### config.mk
export PLATFORM = sky130hd
export DESIGN_NAME = icache_ctrl
export DESIGN_NICKNAME = d
export VERILOG_FILES = /design/src/rtl/icache_pkg.sv /design/src/rtl/icache_array.sv /design/src/rtl/icache_ctrl.sv
export SDC_FILE = /design/constraint.sdc
export NUM_CORES = 1
export LEC_CHECK = 0
export BUFFER_PORTS_ARGS = -buffer_cell sky130_fd_sc_hd__buf_2
export CAP_MARGIN = 20
export CORE_MARGIN = 1.5
export CORE_UTILIZATION = 64
export CTS_BUF_LIST = sky130_fd_sc_hd__clkbuf_4 sky130_fd_sc_hd__clkbuf_8
export DETAILED_ROUTE_END_ITERATION = 10
export PLACE_DENSITY = 0.85
export SYNTH_ARGS = -nofsm -noshare
export SYNTH_HDL_FRONTEND = slang
export SYNTH_SLANG_ARGS = --single-unit
### constraint.sdc
create_clock -name clk -period 4.1 [get_ports clk]
set_clock_uncertainty 0.05 [all_clocks]
set_input_delay 0.615 -clock clk [delete_from_list [all_inputs] [get_ports clk]]
set_output_delay 0.615 -clock clk [all_outputs]
set_load 0.02 [all_outputs]
### src/rtl/icache_pkg.sv
// rtl/icache_pkg.sv - shared types, widths and defaults for the instruction cache
package icache_pkg;

  localparam int ADDR_W = 16;
  localparam int DATA_W = 16;

  localparam int DEF_LINES = 8;
  localparam int DEF_WORDS = 4;
  localparam logic [DATA_W-1:0] DEF_NOP_INSTR = 16'h0000;

  typedef enum logic [0:0] {
    ST_IDLE = 1'b0,
    ST_FILL = 1'b1
  } state_t;

  function automatic int off_width(input int words);
    return $clog2(words);
  endfunction

  function automatic int idx_width(input int lines);
    return $clog2(lines);
  endfunction

  function automatic int tag_width(input int lines, input int words);
    return ADDR_W - $clog2(lines) - $clog2(words);
  endfunction

  localparam int DEF_OFF_W = off_width(DEF_WORDS);
  localparam int DEF_IDX_W = idx_width(DEF_LINES);
  localparam int DEF_TAG_W = tag_width(DEF_LINES, DEF_WORDS);

endpackage

### src/rtl/icache_array.sv
// rtl/icache_array.sv - valid/tag/data storage, async read, sync write, clear-all
module icache_array
  import icache_pkg::*;
#(
  parameter int LINES = DEF_LINES,
  parameter int WORDS = DEF_WORDS,
  parameter int IDX_W = DEF_IDX_W,
  parameter int OFF_W = DEF_OFF_W,
  parameter int TAG_W = DEF_TAG_W
) (
  input  logic              clk,
  input  logic              rst_n,
  input  logic [IDX_W-1:0]  rd_idx,
  input  logic [OFF_W-1:0]  rd_off,
  output logic              rd_valid,
  output logic [TAG_W-1:0]  rd_tag,
  output logic [DATA_W-1:0] rd_data,
  input  logic              wr_en,
  input  logic              wr_last,
  input  logic [IDX_W-1:0]  wr_idx,
  input  logic [OFF_W-1:0]  wr_off,
  input  logic [TAG_W-1:0]  wr_tag,
  input  logic [DATA_W-1:0] wr_data,
  input  logic              clr_all
);

  logic [LINES-1:0]  valid_q;
  logic [TAG_W-1:0]  tag_mem  [LINES];
  logic [DATA_W-1:0] data_mem [LINES][WORDS];

  assign rd_valid = valid_q[rd_idx];
  assign rd_tag   = tag_mem[rd_idx];
  assign rd_data  = data_mem[rd_idx][rd_off];

  // Valid bits: a line is invalid while it is being refilled and valid only after its last word lands
  always_ff @(posedge clk or negedge rst_n) begin
    if (!rst_n) begin
      valid_q <= '0;
    end else if (clr_all) begin
      valid_q <= '0;
    end else if (wr_en) begin
      valid_q[wr_idx] <= wr_last;
    end
  end

  // Tag and data arrays are not reset; the valid bit guards them
  always_ff @(posedge clk) begin
    if (wr_en) begin
      tag_mem[wr_idx]          <= wr_tag;
      data_mem[wr_idx][wr_off] <= wr_data;
    end
  end

endmodule

### src/rtl/icache_ctrl.sv
// rtl/icache_ctrl.sv - direct-mapped icache with refill FSM; ICACHE_STATS_EN adds hit/miss counters
module icache_ctrl
  import icache_pkg::*;
#(
  parameter int                LINES     = DEF_LINES,
  parameter int                WORDS     = DEF_WORDS,
  parameter logic [DATA_W-1:0] NOP_INSTR = DEF_NOP_INSTR
) (
  input  logic        clk,
  input  logic        rst_n,
  input  logic [15:0] pc_in,
  input  logic        fetch_en,
  input  logic        inv,
  output logic [15:0] instr,
  output logic        stall,
  output logic        mem_req,
  output logic [15:0] mem_addr,
  input  logic        mem_valid,
  input  logic [15:0] mem_rdata
`ifdef ICACHE_STATS_EN
  ,
  output logic [15:0] hit_cnt,
  output logic [15:0] miss_cnt
`endif
);

  localparam int OFF_W  = off_width(WORDS);
  localparam int IDX_W  = idx_width(LINES);
  localparam int TAG_W  = tag_width(LINES, WORDS);
  localparam int LINE_W = TAG_W + IDX_W;
  localparam logic [OFF_W-1:0] LAST_OFF = OFF_W'(WORDS - 1);

  logic [OFF_W-1:0]  pc_off;
  logic [IDX_W-1:0]  pc_idx;
  logic [TAG_W-1:0]  pc_tag;

  state_t            state_q, state_d;
  logic [OFF_W-1:0]  cnt_q, cnt_d;
  logic [LINE_W-1:0] line_q, line_d;

  logic              rd_valid;
  logic [TAG_W-1:0]  rd_tag;
  logic [DATA_W-1:0] rd_data;
  logic              hit;
  logic              wr_en;
  logic              wr_last;
  logic              clr_all;

  assign pc_off = pc_in[OFF_W-1:0];
  assign pc_idx = pc_in[OFF_W +: IDX_W];
  assign pc_tag = pc_in[ADDR_W-1 -: TAG_W];

  assign hit = fetch_en && rd_valid && (rd_tag == pc_tag) && (state_q == ST_IDLE);

  // The line being filled is held as {tag, index}; the word counter supplies the offset
  assign mem_addr = {line_q, cnt_q};

  icache_array #(
    .LINES (LINES),
    .WORDS (WORDS),
    .IDX_W (IDX_W),
    .OFF_W (OFF_W),
    .TAG_W (TAG_W)
  ) u_array (
    .clk      (clk),
    .rst_n    (rst_n),
    .rd_idx   (pc_idx),
    .rd_off   (pc_off),
    .rd_valid (rd_valid),
    .rd_tag   (rd_tag),
    .rd_data  (rd_data),
    .wr_en    (wr_en),
    .wr_last  (wr_last),
    .wr_idx   (line_q[IDX_W-1:0]),
    .wr_off   (cnt_q),
    .wr_tag   (line_q[LINE_W-1 -: TAG_W]),
    .wr_data  (mem_rdata),
    .clr_all  (clr_all)
  );

  // State, fill line and word counter registers; reset drops mem_req at once via state_q
  always_ff @(posedge clk or negedge rst_n) begin
    if (!rst_n) begin
      state_q <= ST_IDLE;
      cnt_q   <= '0;
      line_q  <= '0;
    end else begin
      state_q <= state_d;
      cnt_q   <= cnt_d;
      line_q  <= line_d;
    end
  end

  // Next state and outputs; inv wins over both a new miss and a word arriving in FILL
  always_comb begin
    state_d = state_q;
    cnt_d   = cnt_q;
    line_d  = line_q;
    wr_en   = 1'b0;
    wr_last = 1'b0;
    clr_all = 1'b0;
    mem_req = (state_q == ST_FILL);
    stall   = (state_q == ST_FILL) || (fetch_en && !hit);
    instr   = hit ? rd_data : NOP_INSTR;
    case (state_q)
      ST_IDLE: begin
        if (inv) begin
          clr_all = 1'b1;
        end else if (fetch_en && !hit) begin
          state_d = ST_FILL;
          cnt_d   = '0;
          line_d  = {pc_tag, pc_idx};
        end
      end
      ST_FILL: begin
        if (inv) begin
          clr_all = 1'b1;
          state_d = ST_IDLE;
        end else if (mem_valid) begin
          wr_en = 1'b1;
          cnt_d = cnt_q + 1'b1;
          if (cnt_q == LAST_OFF) begin
            wr_last = 1'b1;
            state_d = ST_IDLE;
          end
        end
      end
      default: state_d = ST_IDLE;
    endcase
  end

`ifdef ICACHE_STATS_EN
  logic [15:0] hit_cnt_q;
  logic [15:0] miss_cnt_q;

  assign hit_cnt  = hit_cnt_q;
  assign miss_cnt = miss_cnt_q;

  // Saturating hit/miss counters; a miss is counted once, on the IDLE to FILL step
  always_ff @(posedge clk or negedge rst_n) begin
    if (!rst_n) begin
      hit_cnt_q  <= '0;
      miss_cnt_q <= '0;
    end else begin
      if (hit && (hit_cnt_q != 16'hFFFF)) begin
        hit_cnt_q <= hit_cnt_q + 16'd1;
      end
      if ((state_q == ST_IDLE) && (state_d == ST_FILL) && (miss_cnt_q != 16'hFFFF)) begin
        miss_cnt_q <= miss_cnt_q + 16'd1;
      end
    end
  end
`endif

endmodule

# Word level (Yosys, flattened, before mapping)
# Memories as Yosys holds them, arrays and structs flattened.
# Cells that the tools add are included.
# word_totals
ff_bits,25
ramBits,600
inputBits,37
out_inout_bits,34
wordCells,69
n_memories,2
# mem_list
name,words,word_bits,rd,rd_ports_with_merged_regs,write_ports,line,text
u_array.data_mem,8,64,1,0,1,icache_array.sv:29,logic [DATA_W-1:0] data_mem [LINES][WORDS];
u_array.tag_mem,8,11,1,0,1,icache_array.sv:28,logic [TAG_W-1:0] tag_mem [LINES];
# classes
n_addsub,1
magnitude_cmp,6
n_eq_ne,6
mux,35
bitwise_logic,4
n_reduce_logical,11
# op_table
op,count
2-to-1 mux 16 bit,4
2-to-1 mux 64 bit,1
binary-select mux 16 bit (select 2 bit),1
demux 16 bit (select 2 bit),1
2-to-1 mux 1 bit,17
2-to-1 mux 8 bit,2
== test 11 bit,1
bitwise mux 8 bit,1
"< comparator 3 x 4 -> 1 bit, second input constant",2
2-to-1 mux 2 bit,4
"greater-or-equal comparator 3 bit, second input constant",2
logical AND 1 bit,6
"inequality test 2 bit, second input constant",3
inverter 2 -> 3 bit,2
one-hot mux 2 bit (2 select lines),1
AND reduction 4 bit,1
binary-select mux 1 bit (select 3 bit),1
demux 1 bit (select 3 bit),1
"greater-or-equal comparator 3 x 1 -> 1 bit, second input constant",1
"< comparator 3 x 1 -> 1 bit, second input constant",1
AND reduction 3 bit,1
"adder 2 x 1 -> 2 bit, second input constant",1
"== test 2 bit, second input constant",1
"inequality test 2 x 1 -> 1 bit, second input constant",1
5 further kinds,6

# Logic depth before layout (Yosys ltp)
# logic_depth
word_depth,10
mapped_depth,12
ltp_nobuf,7

# Cells and area by module
# Synthesis repeated with hierarchy kept, for this count alone.
# unflattened
hier_cells,1375
area_unflattened_um2,24913.9
# by_module_without_submodules
module,n_inst,cells_each,area_per_inst_um2,seq_area_each_um2
icache_array,1,1295,23921.7,18217.5
icache_ctrl,1,80,992.2,425.4

# Worst setup path after synthesis
# OpenSTA, ideal clock, no wires.
# synth_path
kind,input-to-output
from,input pc_in[2]
to,output instr[10]
arrival_ps,2774
required_ps,3435
setup_slack_ps,661
path_stages,11
path_buffers,5
cell_sequence,buf_4 -> buf_6 -> buf_6 -> mux2i_1 -> mux4_2 -> xor2_1 -> nand4_2 -> or2_1 -> buf_6 -> buf_8 -> nor2_1
# synth_between
elab_chain_len,6
word_cells_on_any_way,12
classes_between,eq/ne: 1; mux: 6; reduce/logical: 3; memory: 2
# synth_lines
item,line,text
start: declaration,icache_ctrl.sv:11,"input logic [15:0] pc_in,"
"parallel branches: the longest is 5 deep, another holds memory read (8 x 64 bit)",n/a,
2-to-1 mux 16 bit (*),icache_ctrl.sv:104,instr = hit ? rd_data : NOP_INSTR;
end: declaration,icache_ctrl.sv:14,"output logic [15:0] instr,"
# Mark *: on every way between the ends. The select of a mux whose other input is x is not followed.

# Worst setup path after layout
# layout_path
from,memory u_array.tag_mem[7][0] in the netlist's numbering
to,output instr[13]
# layout_between
elab_chain_len,5
# layout_lines
item,line,text
start: declaration,icache_array.sv:28,
memory read (8 x 11 bit),n/a,
== test 11 bit,icache_ctrl.sv:53,assign hit = fetch_en && rd_valid && (rd_tag == pc_tag) && (state_q == ST_IDLE);
logical AND 1 bit (2 in series),icache_ctrl.sv:53,
2-to-1 mux 16 bit,icache_ctrl.sv:104,
# Every way passes these cells.

==> results_dict.tcl <==
set metrics [dict create \
    yosysTopAreaCell "edfxtp_1" \
    vias 11900 \
    drt-total-wl_um 53600 \
    post_cts.repair.setup_buffers 0 \
    coreArea_um2 37700 \
    p_per_area_nw_per_um2 472 \
    nNetsFinal 1273 \
    drc_errors 0 \
    critPathCaptureType "output pin" \
    seq_area_um2 18600 \
    arrival_ns 3.28 \
    fin_cells 1816 \
    syn_avg_cell_area_um2 23.0 \
    cts.htree.levels 3 \
    clock.fmax_mhz 253 \
    cts_tree "yes" \
    cp_cell_sequence "mux4_1 -> mux2i_1 -> xor2_1 -> and3_1 -> nand4_2 -> or2_1 -> buf_4 -> nor2_1 -> buf_2" \
    insertion_delay_ns 0.65 \
    synthToLayoutAreaGrowth_pct 12.2 \
    crit_slowest_cell "mux4_1" \
    regToRegStartpoint "u_array.tag_mem[7][0]" \
    slew_headroom_pct 36.5 \
    finalSetupViolations 0 \
    portBuffers 70 \
    die_h_um 199 \
    synth_flop_cell "edfxtp_1" \
    dp_cells 1647 \
    path_clk_slew_ns 0.06 \
    final_max_slew_viol_count 0 \
    clock_path_buffers 3 \
    crit_type "flip-flop to output pin" \
    hold_slack_ns 0.176 \
    yosys_warnings 0 \
    start_util_pct 65.0 \
    antenna_found_initial 0 \
    fin_crit_sh_pct 96.3 \
    synth_nets 1103 \
    synth-edff-count 600 \
    finalHoldViolCount 0 \
    grt_overflow 0 \
    grt_pass1_wl_um 78700 \
    wire_per_inst_um 29.5 \
    die_w_um 199 \
    synth-seq-cells 625 \
    final_layout_size_suffix_gt1_share_pct 36.2 \
    synth.top_cell.area_share_pct 73.6 \
    cp_max_fo 11 \
    gp_congestion 0.828 \
    cts_root_buffer "clkbuf_8" \
    grt_max_degree 74 \
    place_hpwl_um 31300 \
    final.setup.tns_ns 0 \
    netlist_area_um2 24500 \
    min_path_type "primary input to flip-flop" \
    crit_path_start "u_array.tag_mem[7][0]" \
    dr.pass1.iters 5 \
    multi_input_area_um2 5510 \
    utilization_pct 72.9 \
    ir_drop_mv 0.366 \
    rr_worst_depth 7 \
    ys_async_sr_fraction_pct 4.00 \
    vias_per_cell 6.57 \
    cp.required_ns 3.43 \
    synth_cells 1062 \
    total_power_mw 13.0 \
    n_antenna_cell 0 \
    seq_area_frac_synth_pct 76.2 \
    tightest_slew_ns 0.949 \
    crit_path_start_kind "flip-flop" \
    power_leakage_nw 9.19 \
    track_usage_pct 28.6 \
    first_global_vias 12400 \
    cts_buffers 93 \
    synth_area_leaders "edfxtp_1 (74%), mux4_2 (15%), dfrtp_1 (2.6%)" \
    dieArea_um2 39400 \
    outcome "complete, no violations" \
    yosysUniqueCellTypes 45 \
    fillers 2088 \
    ioPinCount 71 \
    drt_iter0_markers 1232 \
    cts_sinks 625 \
    critPathCapture "instr[13]" \
    r2r-end "line_q[2]" \
    num_rows 71 \
    min_period_ns 3.95 \
    ant_nets 0 \
    slowest_delay_ns 0.48 \
    cap_violations 0 \
    rrSetupSlack_ns 1.31 \
    rsz0062_at_grt "false" \
]
-- worst max-delay path: cells and delay by family (launching register included) --
| kind | cells | cell delay [ns] |
|---|---|---|
| buf+inv | 2 | 0.43 |
| xor+xnor | 1 | 0.24 |
| simple gates | 4 | 0.91 |
| flops | 1 | 0.39 |
| mux | 2 | 0.66 |
-- cells in the final DEF (no fill, tap or decap), types with 3 or more instances in the layout --
| cell | n |
|---|---|
| inv_1 | 3 |
| a22o_1 | 4 |
| clkbuf_4 | 30 |
| clkinv_1 | 26 |
| ha_1 | 4 |
| dfrtp_1 | 25 |
| nor3b_1 | 8 |
| buf_4 | 53 |
| mux4_2 | 168 |
| mux2i_1 | 42 |
| clkbuf_8 | 93 |
| bufinv_16 | 4 |
| xor2_1 | 5 |
| mux2_4 | 10 |
| o21ai_0 | 7 |
| buf_2 | 67 |
| and2_1 | 34 |
| nand2b_1 | 5 |
| nand3_1 | 3 |
| edfxtp_1 | 600 |
| nor2_1 | 28 |
| nand2_1 | 7 |
| o22ai_1 | 6 |
| clkinv_2 | 8 |
| inv_8 | 3 |
| or2_2 | 9 |
| mux2_2 | 14 |
-- cell families after synthesis --
| logic type | share of synthesized area, % |
|---|---|
| DFF | 76.2 |
| muxes | 18.6 |
| and+or+nand+nor | 2.62 |
| buffers and inverters | 1.36 |
| AOI/OAI and AO/OA | 0.746 |
| xor gates and xnor gates | 0.250 |
| adders and majority gates | 0.204 |
-- power by group --
group          switching, mW  internal (mW)  total (mW)
registers             0.0982           7.13        7.23
logic                  0.458          0.329       0.786
clock network           2.29           2.67        4.96
total                   2.85           10.1        13.0
-- what timing repair did --
action,in CTS,in global routing
endpoints found under the hold margin,25,0
hold buffers,1,0
resized for setup,0,0
-- worst min path at each step --
stage	slack [ns]	to	startpoint	depth (start not counted)
after floorplan	0.27	cnt_q[0]	rst_n	0
after global placement	0.50	line_q[0]	line_q[0]	1
after detailed placement	0.55	line_q[0]	line_q[0]	1
after CTS	0.13	line_q[12]	pc_in[14]	2
after global routing	0.16	line_q[12]	pc_in[14]	2
final	0.18	line_q[12]	pc_in[14]	2
-- metal layers --
| metal | share of wire (%) | vias to the layer above | GRT usage, % |
|---|---|---|---|
| met5 | 0 | - | 0 |
| met4 | 2.8 | 0 | 9.82 |
| met3 | 9.4 | 111 | 5.60 |
| li1 | - | 4832 | - |
| met2 | 52 | 741 | 48.1 |
| met1 | 36 | 6243 | 38.1 |
-- state kept, by name, summed over array words and instances (netlist names) --
name              flops
u_array.valid_q       8
mem_req               1
line_q               14
u_array.data_mem    512
cnt_q                 2
u_array.tag_mem      88
-- metrics by stage --
step           worst slack, ns  area [um^2]
6_report                 0.154        27500
5_1_grt                0.00644        27500
4_1_cts                  0.123        27500
3_5_place_dp             0.239        25600
3_3_place_gp             0.286        25600
2_1_floorplan            0.661        24500
-- final cells by class --
type,count,share of cell area [%]
well taps,511,2.33
inverters,3,0.0410
multi-input cells,384,20.1
flip-flops and latches,625,67.9
clock buffers,123,5.48
repair buffers,125,2.95
clock inverters,45,1.24
-- synth_stat cells, drive strengths merged, types with 7 or more instances --
cell type	number
and2	34
buf	37
clkbuf	13
dfrtp	25
edfxtp	600
mux2	24
mux2i	42
mux4	170
nand2	7
nor2	28
nor3b	8
o21ai	8
or2	10
(Power assumes the default switching activity.)
